==> src/rtl/lo_phase_sequencer_if.sv <==
// Bus between the LO phase sequencer and its controller: control inputs,
// the registered phase code/index outputs, and a prescaler debug view.
interface lo_phase_sequencer_if #(
    parameter int DIVW = 8
) ();
    // Control inputs are sampled on every rising clk edge. There is no
    // valid/ready: load is a single-cycle request, always taken that edge.
    logic            en;
    logic            dir;
    logic [DIVW-1:0] div;
    logic            load;
    logic [4:0]      load_idx;
    logic [5:0]      code;
    logic [4:0]      idx;
    logic            wrap;
    logic            load_err;
    logic [DIVW-1:0] presc;

    modport master (
        output en, dir, div, load, load_idx,
        input  code, idx, wrap, load_err, presc
    );

    modport slave (
        input  en, dir, div, load, load_idx,
        output code, idx, wrap, load_err, presc
    );
endinterface

==> src/rtl/lo_phase_sequencer.sv <==
// Steps a registered 6-bit LO phase code through a fixed 20-entry table at a
// programmable rate, forward or reverse, with synchronous phase load.
module lo_phase_sequencer #(
    parameter int NPH  = 20,
    parameter int DIVW = 8
) (
    input  logic                 clk,
    input  logic                 rst_n,
    lo_phase_sequencer_if.slave  bus
);
    localparam logic [4:0] LAST_IDX = 5'(NPH - 1);

    logic [DIVW-1:0] r_presc;
    logic [4:0]      r_idx;
    logic [5:0]      r_code;
    logic            r_wrap;
    logic            r_load_err;

    logic            w_load_ok;
    logic            w_load_bad;
    logic            w_due;
    logic            w_step;
    logic            w_wrap_next;
    logic [4:0]      w_next_idx;

    function automatic logic [5:0] code_of(input logic [4:0] i);
        logic [5:0] c;
        case (i)
            5'd0:    c = 6'h03;
            5'd1:    c = 6'h02;
            5'd2:    c = 6'h06;
            5'd3:    c = 6'h0D;
            5'd4:    c = 6'h0F;
            5'd5:    c = 6'h0B;
            5'd6:    c = 6'h19;
            5'd7:    c = 6'h1F;
            5'd8:    c = 6'h1C;
            5'd9:    c = 6'h10;
            5'd10:   c = 6'h30;
            5'd11:   c = 6'h3C;
            5'd12:   c = 6'h3F;
            5'd13:   c = 6'h39;
            5'd14:   c = 6'h2B;
            5'd15:   c = 6'h2F;
            5'd16:   c = 6'h2D;
            5'd17:   c = 6'h26;
            5'd18:   c = 6'h22;
            5'd19:   c = 6'h23;
            default: c = 6'h03;
        endcase
        return c;
    endfunction

    always_comb begin
        w_load_ok   = bus.load && (bus.load_idx <= LAST_IDX);
        w_load_bad  = bus.load && (bus.load_idx > LAST_IDX);
        // >= rather than == so lowering div below presc steps at once.
        w_due       = bus.en && (r_presc >= bus.div);
        w_step      = w_due && !bus.load;
        w_next_idx  = r_idx;
        w_wrap_next = 1'b0;
        if (bus.dir) begin
            w_next_idx  = (r_idx == LAST_IDX) ? 5'd0 : r_idx + 5'd1;
            w_wrap_next = (r_idx == LAST_IDX);
        end else begin
            w_next_idx  = (r_idx == 5'd0) ? LAST_IDX : r_idx - 5'd1;
            w_wrap_next = (r_idx == 5'd0);
        end
    end

    always_ff @(posedge clk or negedge rst_n) begin
        if (!rst_n) begin
            r_presc    <= '0;
            r_idx      <= 5'd0;
            r_code     <= 6'h03;
            r_wrap     <= 1'b0;
            r_load_err <= 1'b0;
        end else begin
            r_wrap     <= 1'b0;
            r_load_err <= w_load_bad;
            if (w_load_ok) begin
                r_idx   <= bus.load_idx;
                r_code  <= code_of(bus.load_idx);
                r_presc <= '0;
            end else if (w_load_bad) begin
                // Rejected load freezes everything, including a due step.
                r_presc <= r_presc;
            end else if (bus.en) begin
                if (w_step) begin
                    r_presc <= '0;
                    r_idx   <= w_next_idx;
                    r_code  <= code_of(w_next_idx);
                    r_wrap  <= w_wrap_next;
                end else begin
                    r_presc <= r_presc + DIVW'(1);
                end
            end
        end
    end

    assign bus.code     = r_code;
    assign bus.idx      = r_idx;
    assign bus.wrap     = r_wrap;
    assign bus.load_err = r_load_err;
    assign bus.presc    = r_presc;
endmodule

==> src/flat_wrapper.sv <==
// flat-port wrapper written by rule: the top's interface ports become plain ports
module lo_phase_sequencer_flat 
#(
    parameter int NPH  = 20,
    parameter int DIVW = 8
)
  (clk, rst_n, bus_en, bus_dir, bus_div, bus_load, bus_load_idx, bus_code, bus_idx, bus_wrap, bus_load_err, bus_presc);
  lo_phase_sequencer_if #(.DIVW(DIVW)) bus_i ();
  input  logic clk;
  input  logic rst_n;
  input wire logic [$bits(bus_i.en)-1:0] bus_en;
  input wire logic [$bits(bus_i.dir)-1:0] bus_dir;
  input wire logic [$bits(bus_i.div)-1:0] bus_div;
  input wire logic [$bits(bus_i.load)-1:0] bus_load;
  input wire logic [$bits(bus_i.load_idx)-1:0] bus_load_idx;
  output wire logic [$bits(bus_i.code)-1:0] bus_code;
  output wire logic [$bits(bus_i.idx)-1:0] bus_idx;
  output wire logic [$bits(bus_i.wrap)-1:0] bus_wrap;
  output wire logic [$bits(bus_i.load_err)-1:0] bus_load_err;
  output wire logic [$bits(bus_i.presc)-1:0] bus_presc;
  assign bus_i.en = bus_en;
  assign bus_i.dir = bus_dir;
  assign bus_i.div = bus_div;
  assign bus_i.load = bus_load;
  assign bus_i.load_idx = bus_load_idx;
  assign bus_code = bus_i.code;
  assign bus_idx = bus_i.idx;
  assign bus_wrap = bus_i.wrap;
  assign bus_load_err = bus_i.load_err;
  assign bus_presc = bus_i.presc;
  lo_phase_sequencer #(.NPH(NPH), .DIVW(DIVW)) u_core (.clk(clk), .rst_n(rst_n), .bus(bus_i));
endmodule
==> config.mk <==
export PLATFORM = sky130hd
export DESIGN_NAME = lo_phase_sequencer_flat
export DESIGN_NICKNAME = d
export VERILOG_FILES = /design/src/rtl/lo_phase_sequencer_if.sv /design/src/rtl/lo_phase_sequencer.sv /design/src/flat_wrapper.sv
export SDC_FILE = /design/constraint.sdc
export NUM_CORES = 1
export LEC_CHECK = 0
export BUFFER_PORTS_ARGS = -buffer_cell sky130_fd_sc_hd__clkbuf_2
export CORE_ASPECT_RATIO = 1.5
export CORE_MARGIN = 2
export CORE_UTILIZATION = 50
export DETAILED_ROUTE_END_ITERATION = 16
export MAX_ROUTING_LAYER = met4
export PLACE_DENSITY = 0.83
export SYNTH_ARGS = -nofsm -noshare
export SYNTH_HDL_FRONTEND = slang
export SYNTH_SLANG_ARGS = --single-unit
==> constraint.sdc <==
create_clock -name clk -period 2.85 [get_ports clk]
set_clock_uncertainty 0.1 [all_clocks]
set_input_delay 0.57 -clock clk [delete_from_list [all_inputs] [get_ports clk]]
set_output_delay 0.57 -clock clk [all_outputs]
set_load 0.02 [all_outputs]
# After elaboration in Yosys (flattened, before gate mapping)
# Memory sizes are Yosys's and may differ from the RTL's.
# Cells that the tools add are included.
# totals
reg_bits	21
wordCells	45
n_memories	2
output_inout_bits	21
mem_bits_ro	384
# memory_table
memory	words	width	rd	rd_ports_with_merged_regs	wr	line_no	rtl
(name not given)	32	6	1	0	0	lo_phase_sequencer.sv:28	case (i)
(name not given)	32	6	1	0	0	lo_phase_sequencer.sv:28	
# classes
eq_ne	2
n_reduce_logical	10
muxes	20
addsub	3
magnitude_cmp	3
# op_table
cell	count
5-bit 2-to-1 mux	7
8-bit 2-to-1 mux	4
6-bit 2-to-1 mux	4
8-bit by 1-bit adder with 8-bit output (second input constant)	1
8-bit greater-or-equal comparator	1
5-bit by 1-bit adder with 5-bit output (second input constant)	1
5-bit == test (second input constant)	1
5-bit greater-than comparator (second input constant)	1
5-bit <= comparator (second input constant)	1
5-bit logical NOT	1
1-bit 2-to-1 mux	5
5-bit by 1-bit subtractor with 5-bit output (second input constant)	1
1-bit logical AND	4
2-bit nonzero test	2
3-bit AND reduction	1
2-bit by 1-bit inequality test with 1-bit output (second input constant)	1
2-bit AND reduction	1
1-bit logical NOT	1

# Logic depth before layout (Yosys ltp)
# Gate-level depths: netlist of the first run.
# An unclocked memory read counts as a cell.
# logic_depth
word_depth	8
depth_mapped	10

# Worst setup path before layout of the first run
# No wires, ideal clock.
# synth_timing
path_kind	register -> register
start	register u_core.r_idx[0] (netlist: u_core.bus.idx[0])
end	register u_core.r_code[5] (netlist: u_core.bus.code[5])
n_path_buf	1
arrival_ns	2.181
setup_time_ns	0.120
slack_ns	0.448
path_stages_with_launch	10
cell_sequence	dfrtp_1 > buf_2 > inv_1 > ha_1 > or3b_4 > a211oi_4 > nor2_1 > o2111ai_1 > o2111ai_1 > o211a_1
# synth_via
elab_chain_cells	8
word_cells_on_any_way	12
classes_between	add/sub (2); eq/ne (1); mux (7); reduce/logical (1); memory (1)
# synth_rtl
item	line_no	rtl
start, declared	lo_phase_sequencer.sv:14	logic [4:0] r_idx;
start signal, assigned	lo_phase_sequencer.sv:82	r_idx <= bus.load_idx;
start signal, assigned	lo_phase_sequencer.sv:91	r_idx <= w_next_idx;
5-bit by 1-bit subtractor with 5-bit output, or another cell as far along	lo_phase_sequencer.sv:66	w_next_idx = (r_idx == 5'd0) ? LAST_IDX : r_idx - 5'd1;
5-bit 2-to-1 mux, on equally long branches	lo_phase_sequencer.sv:66, lo_phase_sequencer.sv:63	
5-bit 2-to-1 mux (*)	lo_phase_sequencer.sv:62	if (bus.dir) begin
memory 32 x 6 bit (*)	-	
6-bit 2-to-1 mux (*)	lo_phase_sequencer.sv:89	if (w_step) begin
6-bit 2-to-1 mux (*)	lo_phase_sequencer.sv:88	end else if (bus.en) begin
6-bit 2-to-1 mux (*)	lo_phase_sequencer.sv:85	end else if (w_load_bad) begin
6-bit 2-to-1 mux (*)	lo_phase_sequencer.sv:81	if (w_load_ok) begin
end signal, assigned	lo_phase_sequencer.sv:83	r_code <= code_of(bus.load_idx);
end signal, assigned	lo_phase_sequencer.sv:92	r_code <= code_of(w_next_idx);
end, declared	lo_phase_sequencer.sv:15	logic [5:0] r_code;
# Every way passes the cells marked *; elsewhere a longest branch is shown, timed or not. The select of a mux whose other input is x is not followed.
# A chain may end at the register's enable or synchronous reset.

# Worst setup path in the final report of the first run
# layout_timing
start	register u_core.r_presc[2] (netlist: u_core.bus.presc[2])
end	register u_core.r_code[5] (netlist: u_core.bus.code[5])
# layout_via
elab_chain_cells	5
# layout_rtl
item	line_no	rtl
start, declared	lo_phase_sequencer.sv:13	logic [DIVW-1:0] r_presc;
start signal, assigned	lo_phase_sequencer.sv:87	r_presc <= r_presc;
start signal, assigned	lo_phase_sequencer.sv:95	r_presc <= r_presc + DIVW'(1);
8-bit greater-or-equal comparator	lo_phase_sequencer.sv:58	w_due = bus.en && (r_presc >= bus.div);
1-bit logical AND	lo_phase_sequencer.sv:58	
1-bit logical AND	lo_phase_sequencer.sv:59	w_step = w_due && !bus.load;
2-bit nonzero test (no source line)	-	
3-bit AND reduction (no source line)	-	
# Every way passes these cells.

==> reports/results.ini, run 1 <==
[clock_network]
cts_max_path_buffers=2
clock-sinks=21
clock_latency_ns=0.25
postCtsSetupRepairBufs=0
cts-resized-gates=0
numCtsBuffers=3
clk_pin_slew_worst_paths_ns=0.07
cts_tree=yes
root_buffer=clkbuf_8
hold_buffers=0
h-tree-depth=1

[routing]
dr.pass1.iters=4
wl_per_cell_um=14.3
vias=1834
routed_wirelength_um=4460
ant_nets=0
viasPerCell=5.88
drt_iter0_drc=50
drcViolationCount=0

[placed_design]
dp_cells=308
hpwl_um=3510
io_buffers=38
gp_congestion=0.959
place_ws_ns=0.247

[global_routing]
grt_pass1_vias=1709
grt_max_degree=22
grt.overflow.total=0
track_usage=0.228
grt_antenna_before_repair=0
grt_pass1_wl_um=7400

[yosys]
yosysSeqAreaShare=0.270
synth_ff_type=dfrtp_1
ys_seq_elements=21
syn-num-nets=272
synthDistinctLibCells=60
netlist_area_um2=1960
avgSynthCellArea_um2=8.26
synthArstFlopShare=1.00
yosysWarnings=0
synthCells=237
synth-edff-count=0

[worst_setup_path]
critPathKind=reg -> reg
worstPathMaxFanout=10
arrival_ns=2.46
cp_cell_sequence=ha_1, a21o_1, a31oi_1, o21ai_1, o311a_1, nand2b_1, o211a_1
crit_required_ns=2.89
crit_path_max_incr_delay_ns=0.45
start_kind=register
slowest_stage=dfrtp_1
setup.worst_path.end_class=register

[final_layout]
stdcell_count=312
fin_nets=305
syn2layout_area_growth_pct=12.6
drive_gt1_frac=0.201
diodes=0

[timing]
worstMarginPinSlew_ns=0.534
slew_headroom=0.644
period_minus_slack_ns=2.42
slew_violations=0
fin_setup_tns_ns=0
setup_ws_ns=0.434
post-route-period-util=0.848
finalHoldViolCount=0
fmax_mhz=414
setup_viol=0
rsz0062_at_grt=no

[floorplan]
pin_count=39
start_util=0.527
rows=27
dieArea_um2=4440
dieWidth_um=55.1
core_um2=3720
die_h_um=80.6

[job]
cap_violations=0

[power_and_ir_drop]
seqPwrFrac=0.380
power_density_nw_per_um2=447
p_int_w=0.000597
peakVddDrop_uv=344
p_clk_frac=0.193
leakage_nw=1.08
combPwrFrac=0.427
design_power_total_w=0.000986
sw_frac_of_total=0.394
power.switching_w=0.000389

[hold_path]
hold_class=in -> async

[outcome]
status=complete, no violations

## synth_stat cells (3+ instances only)
cell	number	area, um2
o221ai_1	3	26.3
a31oi_1	3	18.8
nor2b_1	6	37.5
dfrtp_1	19	475
nand3_1	9	45.0
nand2_1	16	60.1
inv_1	20	75.1
and3_1	6	37.5
nor2_1	17	63.8
or2_1	3	18.8
o21ai_1	8	40.0
nand2b_1	7	43.8
o22ai_1	3	18.8
mux2i_1	6	60.1
nor3_1	3	15.0
xnor2_1	6	52.6
clkbuf_1	5	18.8
buf_2	7	35.0
a21oi_1	7	35.0
and2_1	3	18.8
ha_1	17	213
o21ai_0	13	65.1
## metrics by stage
stage	utilization	area [um2]	hold slack (ns)
after CTS	0.593	2200	0.192
after floorplan	-	1960	0.174
after detailed placement	0.581	2160	0.447
after global routing	0.593	2200	0.219
final	0.593	2200	0.175
after global placement	0.581	2160	0.420
## layout make-up
| cell class | count | area [um2] |
|---|---|---|
| Fill cell | 345 | 1510 |
| Multi-Input combinational cell | 183 | 1290 |
| Sequential cell | 21 | 528 |
| Inverter | 20 | 75.1 |
| Timing Repair Buffer | 41 | 213 |
| Clock buffer | 4 | 45.0 |
| Tap cell | 43 | 53.8 |
## final timing paths
check	from	to	slack, ns	depth (start not counted)
worst max-delay path	u_core.bus.presc[2]	u_core.bus.code[5]	0.43	7
min in group clk	u_core.bus.code[4]	u_core.bus.code[4]	0.47	2
max in group asynchronous	rst_n	u_core.bus.code[1]	2.11	1
worst max register to register	u_core.bus.presc[2]	u_core.bus.code[5]	0.43	7
worst min-delay path	rst_n	u_core.bus.presc[1]	0.17	1
worst min register to register	u_core.bus.code[4]	u_core.bus.code[4]	0.47	2
## cells in the final DEF (no fill, tap or decap), types with 6 or more instances in the layout
cell and n:
a21oi_1 7, and3_1 6, clkbuf_2 38, dfrtp_1 19, ha_1 17, inv_1 20, mux2i_1 6, nand2_1 16
nand2b_1 7, nand3_1 9, nor2_1 17, nor2b_1 6, o21ai_0 13, o21ai_1 8, xnor2_1 6
## worst max-delay path, delay by kind of cell (launching register included)
kind	cells	cell delay, ns
AO/OA/AOI/OAI	5	1.13
adder cells (fa/ha/maj)	1	0.34
flip-flops	1	0.45
AND/OR/NAND/NOR	1	0.30
## logic make-up (layout without fill, tap and decap cells)
logic type	count (synthesis)	count (layout)	synth area share
AOI/OAI and AO/OA	71	71	0.262
xor gates and xnor gates	8	8	0.0358
adders and majority gates	17	17	0.109
buffers and inverters	33	65	0.0716
DFF	21	21	0.270
muxes	7	7	0.0364
and+or+nand+nor	80	80	0.215
## registers in the layout (all words and copies together) (netlist names)
| register | flops |
|---|---|
| u_core.bus.load_err | 1 |
| u_core.bus.presc | 8 |
| u_core.bus.idx | 5 |
| u_core.bus.wrap | 1 |
| u_core.bus.code | 6 |
## power groups by stage
stage | combinational (W) | clock [W] | sequential [W]
after floorplan | 0.000282 | 0 | 0.000401
after global placement | 0.000409 | 0 | 0.000379
after detailed placement | 0.000418 | 0 | 0.000379
after CTS | 0.000420 | 0.000193 | 0.000374
after global routing | 0.000471 | 0.000208 | 0.000379
final | 0.000421 | 0.000190 | 0.000374
## routing by layer
layer	vias up	wire (um)	global-route usage
met5	-	0	-
met4	0	110	0.0659
met2	60	2280	0.402
met1	848	1870	0.260
met3	10	186	0.0279
li1	916	-	-
Note: power is estimated with default switching activity, not from simulation.
==> inputs of run 2 (changes only) <==
- PLACE_DENSITY: 0.83 -> 0.85
- clock period: 2.85 -> 2 ns (I/O delays scaled with it)
==> run 2 against run 1 <==
Against the previous run:
- the flow now finishes with violations (setup timing)
- setup slack lost 0.69 ns
- via count grew 21%
- sequential power grew 40%
- design area grew 33%
- critical path type unchanged
- largest power group unchanged
==> reports/results.ini, run 2 (synthesized netlist as in run 1, its figures left out) <==
[global_routing]
grt_pass1_vias=2172
met2_usage=0.567
grt_antenna_before_repair=0
grtUsageMet3=0.0223
track_usage=0.307
grt_pass1_wl_um=9740
top_usage_layer=met2
grt_max_degree=22
grt.overflow.total=0
grt_util_met1=0.322

[timing]
rsz0062_at_grt=yes
finalHoldViolCount=0
setup_viol=15
worstMarginPinSlew_ns=0.560
fmax_mhz=443
period_minus_slack_ns=2.26
slew_violations=0
slew_headroom=0.627
post-route-period-util=1.13
setup_ws_ns=-0.258

[hold_path]
hold_class=in -> async

[clock_network]
cts_tree=yes
clock_latency_ns=0.26
root_buffer=clkbuf_8
clk_pin_slew_worst_paths_ns=0.08
h-tree-depth=1
cts_max_path_buffers=2
numCtsBuffers=3
clock-sinks=21

[placed_design]
hpwl_um=4440
gp_congestion=0.886
io_buffers=38
dp_cells=354

[routing]
viasPerCell=6.08
drt_iter0_drc=124
vias=2214
routed_wirelength_um=6660
ant_nets=0
wl_per_cell_um=18.3
drcViolationCount=0
dr.pass1.iters=4

[floorplan]
die_h_um=80.6
pin_count=39
dieWidth_um=55.1
dieArea_um2=4440
core_um2=3720
start_util=0.527
rows=27

[worst_setup_path]
critPathKind=reg -> reg
arrival_ns=2.31
crit_required_ns=2.06
worstPathMaxFanout=5
setup.worst_path.end_class=register
reg2reg_slack_ns=-0.26
start_kind=register

[final_layout]
final_cell_mix=buf_4 (49), clkbuf_2 (38), inv_1 (17)
multi_input_area_um2=1590
fin_nets=357
largest_register_ffs=8
stdcell_count=364
utilization=0.788
syn2layout_area_growth_pct=49.6
seq_area_um2=536
diodes=0
drive_gt1_frac=0.483
fillerInstances=226
layout_commonest_cell=buf_4

[power_and_ir_drop]
power_density_nw_per_um2=617
leakage_nw=1.36
peakVddDrop_uv=664
design_power_total_w=0.00181

[outcome]
status=complete, but fails checks
violations=setup timing

[job]
cap_violations=0

-- run 2: power by group --
group	internal, W	leakage (nW)	switching [W]
combinational	0.000457	1.08	0.000540
sequential	0.000476	0.259	0.0000461
clock	0.000139	0.0255	0.000150
total	0.00107	1.36	0.000736
-- run 2: area by class of cell --
class | instances | area share
Timing Repair Buffer | 93 | 0.213
Sequential cell | 21 | 0.183
Tap cell | 43 | 0.0184
Inverter | 20 | 0.0265
Multi-Input combinational cell | 183 | 0.544
Clock buffer | 3 | 0.0141
Clock inverter | 1 | 0.00171
-- run 2: per-stage QoR --
| stage | area [um2] | setup slack, ns | TNS, ns | hold WS, ns |
|---|---|---|---|---|
| floorplan | 2030 | -0.293 | -1.16 | 0.00441 |
| global placement | 2560 | -0.247 | -3.36 | 0.302 |
| detailed placement | 2560 | -0.353 | -4.48 | 0.305 |
| CTS | 2730 | -0.127 | -1.35 | 0.0224 |
| global route | 2930 | -0.289 | -2.65 | 0.0569 |
| finish | 2930 | -0.258 | -1.93 | 0.0134 |
-- run 2: layer usage --
metal	routed length (um)	part of all wire
met1	2360	0.35
met2	3660	0.55
met3	363	0.055
met4	278	0.042
met5	0	0
-- run 2: final timing paths --
check                                   startpoint             endpoint  depth (start not counted)
worst min register to register  u_core.bus.code[5]   u_core.bus.code[5]                          1
max in group asynchronous                    rst_n  u_core.bus.presc[4]                          1
worst max-delay path             u_core.bus.idx[0]   u_core.bus.code[5]                          8
worst min-delay path                         rst_n  u_core.bus.presc[7]                          1
worst max register to register   u_core.bus.idx[0]   u_core.bus.code[5]                          8
min in group clk                   bus_load_idx[0]    u_core.bus.idx[0]                          4
-- run 2: timing repair --
action                                  in CTS  in global routing
setup buffers                                2                  4
endpoints found under the setup margin      17                 20
hold buffers                                 0                  0
pin swaps                                   16                 21
resized for setup                           27                 34
-- run 2: worst max-delay path: stages, from the launching register on --
cell and delay, ns:
dfrtp_2 0.45, inv_4 0.07, ha_4 0.12, or3b_4 0.38, a211oi_4 0.36, nor2_4 0.10, o2111ai_2 0.21, o2111ai_1 0.19
o211a_1 0.17
==> inputs of run 3 (changes only) <==
- PLACE_DENSITY: 0.85 -> 0.76
==> run 3 against run 2 <==
Against the previous run:
- the run still ends with setup timing left
- routed wire length shrank 13%
- combinational power decreased by 4.4%
- design area shrank 1.4%
- critical path type unchanged
- critical endpoint unchanged
- largest cell class unchanged
==> reports/results.ini, run 3 (synthesized netlist as in run 1, its figures left out) <==
[worst_setup_path]
critPathKind=reg -> reg
crit_required_ns=2.05
start_kind=register
worstPathMaxFanout=5
setup.worst_path.end_class=register
arrival_ns=2.19

[floorplan]
die_h_um=80.6
rows=27
dieWidth_um=55.1
start_util=0.527
core_um2=3720
pin_count=39
dieArea_um2=4440

[routing]
detailroute.wirelength.met3_um=125
wirelength_met1_um=2150
wl_per_cell_um=15.9
routed_wirelength_um=5810
met2_length_um=3330
vias=2102
ant_nets=0
highest_layer=met4
dr.pass1.iters=4
drcViolationCount=0
viasPerCell=5.74
drt_iter0_drc=83

[final_layout]
syn2layout_area_growth_pct=47.5
utilization=0.777
multi_input_area_um2=1530
drive_gt1_frac=0.477
final_cell_mix=buf_4 (52), clkbuf_2 (38), inv_1 (17)
largest_register_ffs=8
layout_commonest_cell=buf_4
diodes=0
fin_nets=359
fillerInstances=255
seq_area_um2=536

[timing]
period_minus_slack_ns=2.14
worstMarginPinSlew_ns=0.569
post-route-period-util=1.07
rsz0062_at_grt=yes
fmax_mhz=468
slew_headroom=0.621
slew_violations=0
setup_viol=13
fin_setup_tns_ns=-0.719
setup_ws_ns=-0.138
finalHoldViolCount=0

[clock_network]
numCtsBuffers=3
clk_pin_slew_worst_paths_ns=0.08
clock-sinks=21
root_buffer=clkbuf_8
h-tree-depth=1
cts_tree=yes
cts_max_path_buffers=2
clock_latency_ns=0.26

[global_routing]
grt_pass1_vias=2002
track_usage=0.278
grt_max_degree=22
grt_antenna_before_repair=0
grt_pass1_wl_um=8890
grt.overflow.total=0

[placed_design]
hpwl_um=4370
gp_congestion=0.925
io_buffers=38

[outcome]
status=complete, but fails checks
violations=setup timing

[power_and_ir_drop]
leakage_nw=1.36
power_density_nw_per_um2=608
peakVddDrop_uv=486

[job]
cap_violations=0

[hold_path]
hold_class=in -> async

[run 3: changes by cell type in the layout (fill, tap and decap cells not counted), moves of 2 or more]
cell and delta:
o21ai_2 +4, nor2_4 -2, o21ai_0 -2, buf_4 +3
[run 3: final cells by class]
class	count	area share
repair buffers	95	0.222
well taps	43	0.0186
flip-flops and latches	21	0.186
inverters	20	0.0269
multi-input cells	183	0.531
clock buffers	4	0.0156
[run 3: final timing paths]
kind | end | cells past startpoint | start | slack (ns)
worst max-delay path | u_core.bus.code[5] | 8 | u_core.bus.idx[0] | -0.14
worst min-delay path | u_core.bus.idx[3] | 1 | rst_n | 0.02
worst max register to register | u_core.bus.code[5] | 8 | u_core.bus.idx[0] | -0.14
worst min register to register | u_core.bus.code[5] | 1 | u_core.bus.code[5] | 0.50
max in group asynchronous | u_core.bus.presc[0] | 1 | rst_n | 1.37
min in group clk | u_core.bus.code[4] | 3 | bus_load | 0.38
[run 3: power by group]
group	internal [W]	switching, W	leakage, nW
clock network	0.000142	0.000139	0.0228
logic	0.000453	0.000500	1.08
registers	0.000476	0.0000452	0.259
total	0.00107	0.000685	1.36
[run 3: metal layers]
metal / GRT usage / vias up
met5: - / -
met4: 0.102 / 0
met3: 0.0223 / 22
met2: 0.517 / 52
met1: 0.289 / 999
li1: - / 1029
[run 3: critical path: stages (launching register included)]
cell	delay, ns
dfrtp_2	0.44
inv_4	0.07
ha_4	0.12
or3b_4	0.38
a211oi_4	0.29
nor2_2	0.12
o2111ai_1	0.21
o2111ai_1	0.15
o211a_1	0.16
[run 3: what timing repair did]
action / 4_1_cts / 5_1_grt
setup endpoints to repair: 16 / 17
gates resized for setup: 30 / 25
hold buffers: 0 / 0
pin swaps: 18 / 14
buffers inserted: 2 / 2
[run 3: stage by stage]
step | area [um2] | power, W | std cells | hold slack [ns] | setup slack, ns
2_1_floorplan | 2030 | 0.000997 | 237 | 0.00441 | -0.293
3_3_place_gp | 2590 | 0.00133 | 358 | 0.307 | -0.291
3_5_place_dp | 2590 | 0.00135 | 358 | 0.305 | -0.316
4_1_cts | 2770 | 0.00169 | 364 | 0.0236 | -0.138
5_1_grt | 2890 | 0.00188 | 366 | 0.0531 | -0.221
6_report | 2890 | 0.00176 | 366 | 0.0202 | -0.138
